===== src/rtl/ayatsuki_lsu_if.sv =====
// EX-side request, ctrl stall, data-bus and writeback signals of the load/store unit.
// master = the LSU itself, slave = its environment (EX/ctrl/bus/writeback).
interface ayatsuki_lsu_if #(
    parameter int ADDR_W = 32
);
    logic              req_valid_i;
    logic              req_we_i;
    logic [2:0]        req_type_i;
    logic [ADDR_W-1:0] req_addr_i;
    logic [31:0]       req_wdata_i;
    logic [4:0]        req_rd_i;
    logic              stall_o;
    logic              bus_req_o;
    logic              bus_we_o;
    logic [ADDR_W-1:0] bus_addr_o;
    logic [31:0]       bus_wdata_o;
    logic [3:0]        bus_be_o;
    logic              bus_gnt_i;
    logic              bus_rvalid_i;
    logic [31:0]       bus_rdata_i;
    logic              wb_valid_o;
    logic [4:0]        wb_rd_o;
    logic [31:0]       wb_data_o;
    logic              exc_o;
    logic [1:0]        exc_code_o;

    modport master (
        input  req_valid_i, req_we_i, req_type_i, req_addr_i, req_wdata_i, req_rd_i,
        input  bus_gnt_i, bus_rvalid_i, bus_rdata_i,
        output stall_o, bus_req_o, bus_we_o, bus_addr_o, bus_wdata_o, bus_be_o,
        output wb_valid_o, wb_rd_o, wb_data_o, exc_o, exc_code_o
    );

    modport slave (
        output req_valid_i, req_we_i, req_type_i, req_addr_i, req_wdata_i, req_rd_i,
        output bus_gnt_i, bus_rvalid_i, bus_rdata_i,
        input  stall_o, bus_req_o, bus_we_o, bus_addr_o, bus_wdata_o, bus_be_o,
        input  wb_valid_o, wb_rd_o, wb_data_o, exc_o, exc_code_o
    );
endinterface


===== src/rtl/ayatsuki_lsu.sv =====
// Load/store unit: one request in flight over a req/gnt/rvalid bus; aligned, extended load writeback.
// Latency: bus_req one cycle after accept, wb/exc one cycle after completion; stalls EX while busy.
module ayatsuki_lsu #(
    parameter int ADDR_W  = 32,
    parameter int TIMEOUT = 255,
    parameter int TMO_W   = 8
) (
    input  logic          clk,
    input  logic          rst,
    ayatsuki_lsu_if.master lsu
);

    typedef enum logic [1:0] {
        S_IDLE,
        S_REQ,
        S_WAIT
    } state_t;

    typedef struct packed {
        logic              we;
        logic [2:0]        typ;
        logic [ADDR_W-1:0] addr;
        logic [4:0]        rd;
        logic [31:0]       wdata;
        logic [3:0]        be;
    } txn_t;

    localparam logic [TMO_W-1:0] TMO_LAST = TMO_W'(TIMEOUT - 1);

    state_t           state_q, state_d;
    txn_t             txn_q, txn_d;
    logic [TMO_W-1:0] cnt_q, cnt_d;
    logic             wb_valid_q, wb_valid_d;
    logic [4:0]       wb_rd_q, wb_rd_d;
    logic [31:0]      wb_data_q, wb_data_d;
    logic             exc_q, exc_d;
    logic [1:0]       exc_code_q, exc_code_d;

    logic        type_ok, misal, accept, done, stall, tmo_hit;
    logic [1:0]  off;
    logic [3:0]  new_be;
    logic [31:0] new_wdata, ld_shift, ld_data;

    assign tmo_hit = (TIMEOUT != 0) && (cnt_q == TMO_LAST);

    always_comb begin
        type_ok = 1'b0;
        misal   = 1'b0;
        case (lsu.req_type_i)
            3'b000: type_ok = 1'b1;
            3'b001: begin type_ok = 1'b1; misal = lsu.req_addr_i[0]; end
            3'b010: begin type_ok = 1'b1; misal = |lsu.req_addr_i[1:0]; end
            3'b100: type_ok = ~lsu.req_we_i;
            3'b101: begin type_ok = ~lsu.req_we_i; misal = lsu.req_addr_i[0]; end
            default: type_ok = 1'b0;
        endcase
        accept = lsu.req_valid_i & type_ok & ~misal;
    end

    // Store data is replicated across lanes; byte enables pick the live ones.
    always_comb begin
        off = lsu.req_addr_i[1:0];
        case (lsu.req_type_i[1:0])
            2'b00: begin
                new_be    = 4'b0001 << off;
                new_wdata = {4{lsu.req_wdata_i[7:0]}};
            end
            2'b01: begin
                new_be    = 4'b0011 << off;
                new_wdata = {2{lsu.req_wdata_i[15:0]}};
            end
            default: begin
                new_be    = 4'hF;
                new_wdata = lsu.req_wdata_i;
            end
        endcase
    end

    always_comb begin
        ld_shift = lsu.bus_rdata_i >> {txn_q.addr[1:0], 3'b000};
        case (txn_q.typ)
            3'b000:  ld_data = {{24{ld_shift[7]}}, ld_shift[7:0]};
            3'b001:  ld_data = {{16{ld_shift[15]}}, ld_shift[15:0]};
            3'b100:  ld_data = {24'h0, ld_shift[7:0]};
            3'b101:  ld_data = {16'h0, ld_shift[15:0]};
            default: ld_data = lsu.bus_rdata_i;
        endcase
    end

    always_comb begin
        state_d    = state_q;
        txn_d      = txn_q;
        cnt_d      = cnt_q;
        wb_valid_d = 1'b0;
        wb_rd_d    = wb_rd_q;
        wb_data_d  = wb_data_q;
        exc_d      = 1'b0;
        exc_code_d = 2'b00;
        stall      = 1'b0;
        done       = 1'b0;
        case (state_q)
            S_IDLE: begin
                if (accept) begin
                    stall   = 1'b1;
                    state_d = S_REQ;
                    cnt_d   = '0;
                    txn_d   = '{we: lsu.req_we_i, typ: lsu.req_type_i, addr: lsu.req_addr_i,
                                rd: lsu.req_rd_i, wdata: new_wdata, be: new_be};
                end else if (lsu.req_valid_i) begin
                    exc_d      = 1'b1;
                    exc_code_d = !type_ok ? 2'b11 : (lsu.req_we_i ? 2'b10 : 2'b01);
                end
            end
            S_REQ, S_WAIT: begin
                cnt_d = cnt_q + 1'b1;
                done  = (state_q == S_REQ) ? (lsu.bus_gnt_i & lsu.bus_rvalid_i) : lsu.bus_rvalid_i;
                stall = (state_q == S_REQ) | ~lsu.bus_rvalid_i;
                // Completion takes priority over an expiring timeout in the same cycle.
                if (done) begin
                    state_d = S_IDLE;
                end else if (tmo_hit) begin
                    state_d    = S_IDLE;
                    stall      = 1'b0;
                    exc_d      = 1'b1;
                    exc_code_d = 2'b11;
                end else if (state_q == S_REQ && lsu.bus_gnt_i) begin
                    state_d = S_WAIT;
                end
            end
            default: state_d = S_IDLE;
        endcase
        if (done && !txn_q.we) begin
            wb_valid_d = 1'b1;
            wb_rd_d    = txn_q.rd;
            wb_data_d  = ld_data;
        end
    end

    always_ff @(posedge clk) begin
        if (rst) begin
            state_q    <= S_IDLE;
            txn_q      <= '0;
            cnt_q      <= '0;
            wb_valid_q <= 1'b0;
            wb_rd_q    <= '0;
            wb_data_q  <= '0;
            exc_q      <= 1'b0;
            exc_code_q <= '0;
        end else begin
            state_q    <= state_d;
            txn_q      <= txn_d;
            cnt_q      <= cnt_d;
            wb_valid_q <= wb_valid_d;
            wb_rd_q    <= wb_rd_d;
            wb_data_q  <= wb_data_d;
            exc_q      <= exc_d;
            exc_code_q <= exc_code_d;
        end
    end

    assign lsu.stall_o     = stall;
    assign lsu.bus_req_o   = (state_q == S_REQ);
    assign lsu.bus_we_o    = txn_q.we;
    assign lsu.bus_addr_o  = {txn_q.addr[ADDR_W-1:2], 2'b00};
    assign lsu.bus_wdata_o = txn_q.wdata;
    assign lsu.bus_be_o    = txn_q.be;
    assign lsu.wb_valid_o  = wb_valid_q;
    assign lsu.wb_rd_o     = wb_rd_q;
    assign lsu.wb_data_o   = wb_data_q;
    assign lsu.exc_o       = exc_q;
    assign lsu.exc_code_o  = exc_code_q;

endmodule


===== src/flat_wrapper.sv =====
// flat-port wrapper written by rule: the top's interface ports become plain ports
module ayatsuki_lsu_flat 
#(
    parameter int ADDR_W  = 32,
    parameter int TIMEOUT = 255,
    parameter int TMO_W   = 8
)
  (clk, rst, lsu_req_valid_i, lsu_req_we_i, lsu_req_type_i, lsu_req_addr_i, lsu_req_wdata_i, lsu_req_rd_i, lsu_bus_gnt_i, lsu_bus_rvalid_i, lsu_bus_rdata_i, lsu_stall_o, lsu_bus_req_o, lsu_bus_we_o, lsu_bus_addr_o, lsu_bus_wdata_o, lsu_bus_be_o, lsu_wb_valid_o, lsu_wb_rd_o, lsu_wb_data_o, lsu_exc_o, lsu_exc_code_o);
  ayatsuki_lsu_if #(.ADDR_W(ADDR_W)) lsu_i ();
  input  logic clk;
  input  logic rst;
  input wire logic [$bits(lsu_i.req_valid_i)-1:0] lsu_req_valid_i;
  input wire logic [$bits(lsu_i.req_we_i)-1:0] lsu_req_we_i;
  input wire logic [$bits(lsu_i.req_type_i)-1:0] lsu_req_type_i;
  input wire logic [$bits(lsu_i.req_addr_i)-1:0] lsu_req_addr_i;
  input wire logic [$bits(lsu_i.req_wdata_i)-1:0] lsu_req_wdata_i;
  input wire logic [$bits(lsu_i.req_rd_i)-1:0] lsu_req_rd_i;
  input wire logic [$bits(lsu_i.bus_gnt_i)-1:0] lsu_bus_gnt_i;
  input wire logic [$bits(lsu_i.bus_rvalid_i)-1:0] lsu_bus_rvalid_i;
  input wire logic [$bits(lsu_i.bus_rdata_i)-1:0] lsu_bus_rdata_i;
  output wire logic [$bits(lsu_i.stall_o)-1:0] lsu_stall_o;
  output wire logic [$bits(lsu_i.bus_req_o)-1:0] lsu_bus_req_o;
  output wire logic [$bits(lsu_i.bus_we_o)-1:0] lsu_bus_we_o;
  output wire logic [$bits(lsu_i.bus_addr_o)-1:0] lsu_bus_addr_o;
  output wire logic [$bits(lsu_i.bus_wdata_o)-1:0] lsu_bus_wdata_o;
  output wire logic [$bits(lsu_i.bus_be_o)-1:0] lsu_bus_be_o;
  output wire logic [$bits(lsu_i.wb_valid_o)-1:0] lsu_wb_valid_o;
  output wire logic [$bits(lsu_i.wb_rd_o)-1:0] lsu_wb_rd_o;
  output wire logic [$bits(lsu_i.wb_data_o)-1:0] lsu_wb_data_o;
  output wire logic [$bits(lsu_i.exc_o)-1:0] lsu_exc_o;
  output wire logic [$bits(lsu_i.exc_code_o)-1:0] lsu_exc_code_o;
  assign lsu_i.req_valid_i = lsu_req_valid_i;
  assign lsu_i.req_we_i = lsu_req_we_i;
  assign lsu_i.req_type_i = lsu_req_type_i;
  assign lsu_i.req_addr_i = lsu_req_addr_i;
  assign lsu_i.req_wdata_i = lsu_req_wdata_i;
  assign lsu_i.req_rd_i = lsu_req_rd_i;
  assign lsu_i.bus_gnt_i = lsu_bus_gnt_i;
  assign lsu_i.bus_rvalid_i = lsu_bus_rvalid_i;
  assign lsu_i.bus_rdata_i = lsu_bus_rdata_i;
  assign lsu_stall_o = lsu_i.stall_o;
  assign lsu_bus_req_o = lsu_i.bus_req_o;
  assign lsu_bus_we_o = lsu_i.bus_we_o;
  assign lsu_bus_addr_o = lsu_i.bus_addr_o;
  assign lsu_bus_wdata_o = lsu_i.bus_wdata_o;
  assign lsu_bus_be_o = lsu_i.bus_be_o;
  assign lsu_wb_valid_o = lsu_i.wb_valid_o;
  assign lsu_wb_rd_o = lsu_i.wb_rd_o;
  assign lsu_wb_data_o = lsu_i.wb_data_o;
  assign lsu_exc_o = lsu_i.exc_o;
  assign lsu_exc_code_o = lsu_i.exc_code_o;
  ayatsuki_lsu #(.ADDR_W(ADDR_W), .TIMEOUT(TIMEOUT), .TMO_W(TMO_W)) u_core (.clk(clk), .rst(rst), .lsu(lsu_i));
endmodule

===== config.mk =====
export PLATFORM = sky130hd
export DESIGN_NAME = ayatsuki_lsu_flat
export DESIGN_NICKNAME = d
export VERILOG_FILES = /design/src/rtl/ayatsuki_lsu_if.sv /design/src/rtl/ayatsuki_lsu.sv /design/src/flat_wrapper.sv
export SDC_FILE = /design/constraint.sdc
export NUM_CORES = 1
export LEC_CHECK = 0
export CORE_MARGIN = 2
export CORE_UTILIZATION = 42
export CTS_BUF_LIST = sky130_fd_sc_hd__clkbuf_8
export DETAILED_ROUTE_END_ITERATION = 7
export HOLD_SLACK_MARGIN = 0.05
export MAX_ROUTING_LAYER = met4
export PLACE_DENSITY = 0.79
export SLEW_MARGIN = 25
export SYNTH_ARGS = -nofsm -noshare
export SYNTH_HDL_FRONTEND = slang
export SYNTH_SLANG_ARGS = --single-unit
export TNS_END_PERCENT = 10

===== constraint.sdc =====
create_clock -name clk -period 1.95 [get_ports clk]
set_input_delay 0.195 -clock clk [delete_from_list [all_inputs] [get_ports clk]]
set_output_delay 0.195 -clock clk [all_outputs]
set_load 0.05 [all_outputs]

* Word level (Yosys, flattened, before mapping)
Cells that the tools add are included.
** Storage, ports and cells
- Input bits :: 110
- Flip-flop bits (word level) :: 128
- Output and inout port bits :: 112
** Operators by class
- Eq/ne operators :: 13
- Mux-type cells :: 31
- Add/sub/neg operators :: 1
- Reductions and logical operators :: 16
- Bitwise gates (word level) :: 7
- Shift operators :: 3
** Operator list (number)
- one-hot mux 32 bit (4 select lines) :: 1
- one-hot mux 32 bit (2 select lines) :: 1
- >> shifter 32 x 5 -> 16 bit :: 1
- 2-to-1 mux 2 bit :: 10
- one-hot mux 8 bit (2 select lines) :: 1
- equality test 3 bit (second input constant) :: 4
- 2-to-1 mux 1 bit :: 10
- adder 8 x 1 -> 8 bit (second input constant) :: 1
- equality test 8 bit (second input constant) :: 1
- 2-to-1 mux 8 bit :: 1
- one-hot mux 1 bit (2 select lines) :: 4
- one-hot mux 2 bit (2 select lines) :: 2
- one-hot mux 4 bit (2 select lines) :: 1
- OR reduction 2 bit :: 4
- equality test 3 x 1 -> 1 bit (second input constant) :: 2
- zero test 3 bit :: 2
- AND reduction 2 bit :: 3
- equality test 2 x 1 -> 1 bit (second input constant) :: 2
- zero test 2 bit :: 2
- != test 4 x 1 -> 1 bit (second input constant) :: 1
- left shift 1 x 2 -> 4 bit (first input constant) :: 1
- left shift 2 x 2 -> 4 bit (first input constant) :: 1
- bitwise AND 1 bit :: 3
- equality test 3 x 2 -> 1 bit (second input constant) :: 1
- 8 further kinds :: 11

* Longest topological paths before layout
Gate-level depths: netlist (run 1).
- Depth after elaboration :: 7
- Depth in mapped cells :: 9

* Worst setup path before layout (run 1)
OpenSTA, ideal clock, no wires.
- Path type :: reg2out
- Start :: reg u_core.state_q[1]
- End :: out lsu_stall_o
- Arrival :: 2165 ps
- Stages on the path, launching flop included :: 7
- Buffers on the path :: 0
- Data required time :: 1755 ps
- Setup slack :: -410 ps
- Path through :: dfxtp_1 -> inv_1 -> ha_1 -> nand2b_1 -> nand2_1 -> a221o_1 -> a21oi_1
** Between the ends
- Longest elaborated chain between the ends :: 5
- Elaborated cells on any way between the ends :: 9
- Those cells by class :: eq/ne: 2; mux: 4; bitwise: 1; reduce/logical: 2
** RTL lines
- from (decl) :: RTL line ayatsuki_lsu.sv:30 : state_t state_q, state_d;
- from (signal assigned) :: RTL line ayatsuki_lsu.sv:150 : state_q <= state_d;
- equality test 2 x 1 -> 1 bit (*)
- net lsu_bus_req_o :: RTL line flat_wrapper.sv:22 : output wire logic [$bits(lsu_i.bus_req_o)-1:0] lsu_bus_req_o;
- OR 1 bit :: RTL line ayatsuki_lsu.sv:117 : stall = (state_q == S_REQ) | ~lsu.bus_rvalid_i;
- 2-to-1 mux 1 bit :: RTL line ayatsuki_lsu.sv:121 : end else if (tmo_hit) begin
- 2-to-1 mux 1 bit :: RTL line ayatsuki_lsu.sv:119 : if (done) begin
- one-hot mux 1 bit (2 select lines) (*) :: RTL line ayatsuki_lsu.sv:101 : case (state_q)
- to (decl) :: RTL line flat_wrapper.sv:21 : output wire logic [$bits(lsu_i.stall_o)-1:0] lsu_stall_o;
Mark *: on every way through the listed nets, which the timed path passes. The rest lies on a longest branch.

* Worst setup path after layout (run 1)
- Start :: reg u_core.cnt_q[0]
- End :: out lsu_stall_o
** Between the ends
- Longest elaborated chain between the ends :: 4
** RTL lines
- from (decl) :: RTL line ayatsuki_lsu.sv:32 : logic [TMO_W-1:0] cnt_q, cnt_d;
- from (signal assigned) :: RTL line ayatsuki_lsu.sv:152 : cnt_q <= cnt_d;
- equality test 8 bit :: RTL line ayatsuki_lsu.sv:44 : assign tmo_hit = (TIMEOUT != 0) && (cnt_q == TMO_LAST);
- 2-to-1 mux 1 bit :: RTL line ayatsuki_lsu.sv:121
- 2-to-1 mux 1 bit :: RTL line ayatsuki_lsu.sv:119
- one-hot mux 1 bit (2 select lines) :: RTL line ayatsuki_lsu.sv:101
No other way between the ends.

==> results of run 1 <==
-- Yosys cell counts (7+ instances only) --
cell type	n
a211oi_1	28
a21oi_1	79
a311o_1	7
a311oi_1	9
and3_1	9
buf_2	16
buf_4	71
clkbuf_1	30
dfxtp_1	128
inv_1	11
mux2i_1	25
nand2_1	168
nand3_1	11
nor2_1	53
nor2b_1	9
nor3_1	12
nor4_1	7
o211ai_1	10
o21ai_0	22
o221ai_1	7
-- kinds of logic after synthesis --
family                   Yosys count  share of synthesized area [%]
buffers and inverters            132                          12.77
adder cells (fa/ha/maj)            6                          1.214
multiplexers                      26                          4.410
AO/OA/AOI/OAI                    188                          19.87
other                              1                        0.06063
flip-flops                       128                          41.43
AND/OR/NAND/NOR                  288                          20.25
-- where the power goes --
| part | switching [W] | total (W) | leakage [nW] | internal [W] |
|---|---|---|---|---|
| logic | 0.000978 | 0.00164 | 1.84 | 0.000665 |
| clock network | 0.00109 | 0.00247 | 0.204 | 0.00138 |
| registers | 0.0000771 | 0.00282 | 1.04 | 0.00275 |
-- how the worst min path moves through the flow --
stage	to	cells after the start
after floorplan	u_core.lsu.bus_addr_o[10]	2
after global placement	u_core.lsu.bus_addr_o[23]	2
after detailed placement	u_core.lsu.bus_addr_o[30]	2
after CTS	u_core.lsu.bus_wdata_o[29]	2
after global routing	u_core.lsu.bus_wdata_o[29]	2
final	u_core.lsu.bus_wdata_o[0]	2
-- state kept, by name, indices dropped and copies added, names as in the netlist, 4 cells and up --
name                    flops
u_core.lsu.bus_wdata_o     32
u_core.lsu.wb_data_o       32
u_core.lsu.bus_addr_o      30
u_core.txn_q               10
u_core.cnt_q                8
u_core.lsu.wb_rd_o          5
u_core.lsu.bus_be_o         4
-- cell type report --
cell class	instances	area, um^2	area share [%]
Clock inverter	14	191.4	2.188
Timing Repair Buffer	257	2569	29.36
Sequential cell	128	2571	29.39
Tap cell	184	230.2	2.631
Clock buffer	17	234.0	2.674
Inverter	11	41.29	0.4719
Multi-Input combinational cell	510	2913	33.29
-- metal layers --
metal	vias to the layer above	wire, um	global-route usage (%)
li1	2900	-	-
met1	2712	7634	29.05
met2	238	8432	37.44
met3	27	1588	7.189
met4	0	355	8.627
met5	-	0	-
-- repair_timing --
item                                    4_1_cts  5_1_grt
resized for setup                            14        4
pin swaps                                     3        0
setup buffers                                 2        0
endpoints found under the setup margin        2        3
-- stage by stage --
| stage | total power (W) | hold WS [ns] | setup WS (ns) |
|---|---|---|---|
| after CTS | 0.007006 | 0.1905 | -0.2087 |
| after detailed placement | 0.004512 | 0.4455 | -0.1378 |
| after global routing | 0.007254 | 0.2201 | -0.2430 |
| final | 0.006939 | 0.2336 | -0.1554 |
| after global placement | 0.004499 | 0.4409 | -0.08469 |
| after floorplan | 0.003926 | 0.3310 | 0.03093 |
==> summary.md, run 1 <==
| Metric | Value |
|---|---|
| Status | complete, but fails checks |
| Violated checks | negative setup slack |
| Worst path required time | 1.75 ns |
| Full die area | 15710 um^2 |
| Synth Register Bits | 128 |
| Cell area after synthesis | 6185 um^2 |
| RSZ-0062 raised after global routing | true |
| Crit Path Category | register to output port |
| Port bufs | 219 |
| Max cap viols | 0 |
| CTS tree | done |
| Hold Path Class | primary input to register |
| Fmax | 0.4750 GHz |
| CP startpoint | u_core.cnt_q[0] |
| Starting Density | 42.72% |
| GRT Resource Usage Total | 23.82% |
| Period utilization | 108.0% |
| Clock transition at the registers of the reported paths | 0.07 ns |
| Leakage power | 3.082 nW |
| Die Span Y | 125.4 um |
| Antenna Violating Nets Remaining | 0 |
| Most frequent cells in the layout | clkdlybuf4s50_1 (215), nand2_1 (166), dfxtp_1 (125), a21oi_1 (78), nor2_1 (53) |
| Non-filler instance count after layout | 1121 |
| Vias per cell | 5.243 |
| Peak supply drop | 0.4738 mV |
| Core area | 14480 um^2 |
| Largest stage delay, worst path | 0.34 ns |
| Commonest non-fill, non-tap cell in the layout | clkdlybuf4s50_1 |
| Critical-path cell list | inv_2 > ha_4 > and2_4 > and4_4 > a221o_1 > a21oi_4 > buf_12 |
| Max Clock Skew | 0.01151 ns |
| Synth top area cells | dfxtp_1 (41%), nand2_1 (10%), buf_4 (8.6%), a21oi_1 (6.4%), mux2i_1 (4.0%) |
| Final wirelength | 18010 um |
| Drt wl/cell | 16.07 um |
| Worst Path Buf+Inv | 2 |
| Gp weighted congestion | 0.9274 |
| Grt ovf | 0 |
| Filler cells | 1273 |
| Worst-Margin Slew | 0.5602 ns |
| Crit start category | register |
| DRC viols | 0 |
| Num CTS Buffers | 17 |
| Endpoints failing hold | 0 |
| HP Start | rst |
| Dpl hpwl | 12990 um |
| Post-synth cell types | 52 |
| Synthesis-to-layout area growth | 41.47% |
| Clk sinks | 128 |
| Layout net count | 1041 |
| Post-CTS Hold Fix Bufs | 0 |
| Pre-antenna DRT Iters | 5 |
| Root Buffer | clkbuf_8 |
| Tmin final | 2.105 ns |
| P per Cell Area | 793.1 nW/um^2 |
| Ys async rst share | 0% |
| Yosys warns | 0 |
| Top FF cell, synth | dfxtp_1 |
| Worst Setup EP | lsu_stall_o |
| Initial antenna violation count | 0 |
| ANT cells | 0 |
| Slew margin rel. | 62.54% |
| First-pass GRT wire length | 29120 um |
| Synth Area per Inst | 8.042 um^2 |
| Cell Rows | 44 |
| CP top delay family | compound AO/OA/AOI/OAI gates |
| Worst flop-to-flop path startpoint | u_core.state_q[0] |
| Top cell type's share of synthesized area | 41.43% |
| Area after DPL | 8258 um^2 |
| Final setup fails | 1 |
| H-tree depth | 4 |
| Die Wd | 125.4 um |
| Clock latency on the worst-skew pair | 0.45 ns |
| Post-synthesis instance total | 769 |
| Worst setup margin | -0.1554 ns |
| Largest net degree at the start of global routing | 61 |
| R2R cell count | 7 |
| R2R setup slack | 0.10 ns |
| Max Slew Vio Count | 0 |
| Final TNS setup | -0.1554 ns |
| Slowest-stage cell, CP | dfxtp_2 |
| Via Count | 5877 |
| Clock buffer depth | 2 |
| CP endpoint kind | output port |
| Share of layout cells above drive strength 1 | 10.57% |
| Yosys top cell by area | dfxtp_1 |
| Critical Path AT | 1.91 ns |
| Sequential area share after synthesis | 41.43% |
| Post-layout util | 60.43% |
| Post-route cell area | 8750 um^2 |
| Vias in the first global route | 5555 |
| Placed cell count | 1088 |
| Critical path depth | 7 |
| Number of enable flip-flop cells after synthesis | 0 |
| Ports | 222 |
| Initial drt markers | 397 |
| R2r endpoint | u_core.cnt_q[7] |
| Max FO, Critical Path | 2 |
(Power assumes the default switching activity.)
==> run 2, diff against run 1 <==
--- a/config.mk
+++ b/config.mk
@@ -11,7 +11,7 @@
 export DETAILED_ROUTE_END_ITERATION = 7
 export HOLD_SLACK_MARGIN = 0.05
 export MAX_ROUTING_LAYER = met4
-export PLACE_DENSITY = 0.79
+export PLACE_DENSITY = 0.88
 export SLEW_MARGIN = 25
 export SYNTH_ARGS = -nofsm -noshare
 export SYNTH_HDL_FRONTEND = slang
==> constraint.sdc (replaced) <==
create_clock -name clk -period 1.9 [get_ports clk]
set_input_delay 0.19 -clock clk [delete_from_list [all_inputs] [get_ports clk]]
set_output_delay 0.19 -clock clk [all_outputs]
set_load 0.05 [all_outputs]
==> run 2 against run 1 <==
- the run still ends with negative setup slack left
- sequential share of layout area about the same
- first-iteration DRC count fell by 28%
- largest cell class unchanged
- sequential cell count did not move
- combinational power rose by 3%
- routed wire length is essentially flat
- die area did not move
- clock power grew 4%
- critical endpoint unchanged
- total power is 2.9% higher
- hold slack got worse by 0.063 ns
- count of clock-buffer cells in the layout grew 2
- register-to-register slack hardly changed
==> summary.md, run 2 (same netlist as run 1, synthesis figures left out) <==
| Metric | Value |
|---|---|
| Largest stage delay, worst path | 0.34 ns |
| Share of layout cells above drive strength 1 | 10.14% |
| Antenna Violating Nets Remaining | 0 |
| Clock latency on the worst-skew pair | 0.43 ns |
| Worst Path Buf+Inv | 2 |
| Critical path depth | 7 |
| Num CTS Buffers | 17 |
| Leakage power | 3.111 nW |
| Fmax | 0.4768 GHz |
| CP top delay family | compound AO/OA/AOI/OAI gates |
| Met3 WL | 1531 um |
| Via Count | 5969 |
| Dpl hpwl | 13060 um |
| GRT Resource Usage Total | 23.61% |
| Placed cell count | 1088 |
| Layout net count | 1040 |
| Worst setup margin | -0.1975 ns |
| Gp weighted congestion | 0.9375 |
| Crit start category | register |
| Clock buffer depth | 2 |
| Vias per cell | 5.325 |
| Worst path required time | 1.71 ns |
| Max FO, Critical Path | 4 |
| Commonest non-fill, non-tap cell in the layout | clkdlybuf4s50_1 |
| RSZ-0062 raised after global routing | true |
| Non-filler instance count after layout | 1121 |
| Period utilization | 110.4% |
| Final wirelength | 18010 um |
| Max Clock Skew | 0.009321 ns |
| Hold Path Class | primary input to register |
| Hold depth | 2 |
| Post-layout util | 60.50% |
| Final TNS setup | -0.1975 ns |
| Die Span Y | 125.4 um |
| Filler cells | 1227 |
| Ports | 222 |
| Largest net degree at the start of global routing | 56 |
| Critical-path cell list | inv_2 > ha_4 > and2_4 > and4_4 > a221o_1 > a21oi_4 > buf_12 |
| Multi-input gate area | 2908 um^2 |
| CP endpoint kind | output port |
| CTS tree | done |
| Pre-antenna DRT Iters | 5 |
| Synthesis-to-layout area growth | 41.63% |
| Peak supply drop | 0.3831 mV |
| Post-CTS Hold Fix Bufs | 0 |
| Port bufs | 219 |
| Most frequent cells in the layout | clkdlybuf4s50_1 (215), nand2_1 (167), dfxtp_1 (125), a21oi_1 (78), nor2_1 (53) |
| Clock transition at the registers of the reported paths | 0.08 ns |
| Drt wl/cell | 16.07 um |
| Slew margin rel. | 61.65% |
| First-pass GRT wire length | 29170 um |
| H-tree depth | 4 |
| Worst-Margin Slew | 0.5753 ns |
| Clk sinks | 128 |
| Die Wd | 125.4 um |
| R2R cell count | 7 |
| WL met1 | 7174 um |
| Root Buffer | clkbuf_8 |
| Full die area | 15710 um^2 |
| Initial drt markers | 285 |
| Power Total | 0.007141 W |
| Vias in the first global route | 5790 |
| Max Slew Vio Count | 0 |
| CP startpoint | u_core.cnt_q[0] |
| Initial antenna violation count | 0 |
| Slowest-stage cell, CP | dfxtp_2 |
| Core area | 14480 um^2 |
| HP Start | rst |
| Cell Rows | 44 |
| Critical Path AT | 1.91 ns |
| Max cap viols | 0 |
| Status | complete, but fails checks |
| Highest routed layer | met4 |
| Worst flop-to-flop path startpoint | u_core.state_q[0] |
| Grt ovf | 0 |
| Violated checks | negative setup slack |
| P per Cell Area | 815.3 nW/um^2 |
| Crit Path Category | register to output port |
| Register area | 2571 um^2 |
| Met2 wire length | 8770 um |
| Starting Density | 42.72% |
| Tmin final | 2.097 ns |
| Final setup fails | 1 |
| Endpoints failing hold | 0 |
| ANT cells | 0 |
| DRC viols | 0 |
run 2: area by class of cell:
type | instances | area share, %
clock inverter | 13 | 1.943
multi-input combinational | 510 | 33.20
tap | 184 | 2.628
clock buffer | 19 | 2.985
timing repair buffer | 256 | 29.42
inverter | 11 | 0.4714
sequential | 128 | 29.35
run 2: through the flow:
stage | hold WS, ns | worst slack, ns | cell area, um^2
floorplan | 0.3260 | 0.01891 | 6240
global placement | 0.4379 | -0.06182 | 8290
detailed placement | 0.4457 | -0.1671 | 8290
CTS | 0.1451 | -0.2127 | 8752
global route | 0.1779 | -0.2731 | 8760
finish | 0.1703 | -0.1975 | 8760
run 2: path summary, 6_finish.rpt:
check / end / slack, ns
worst max-delay path: lsu_stall_o / -0.20
worst min-delay path: u_core.lsu.wb_data_o[28] / 0.17
worst max register to register: u_core.cnt_q[7] / 0.11
worst min register to register: u_core.lsu.bus_addr_o[18] / 0.45
run 2: where the power goes:
part           switching, W  leakage [nW]  internal, W
combinational       0.00100          1.84     0.000683
clock               0.00108         0.225      0.00148
sequential        0.0000780          1.04      0.00282
run 2: routing by layer:
layer | GRT usage, % | vias to the layer above
met5 | - | -
met4 | 9.346 | 0
met3 | 6.804 | 43
met2 | 39.10 | 265
met1 | 26.98 | 2763
li1 | - | 2898
run 2: what timing repair did:
action                     4_1_cts  5_1_grt
resized for setup                8        3
cloned                           0        0
pin swaps                        4        0
setup buffers                    1        0
setup endpoints to repair        1       18
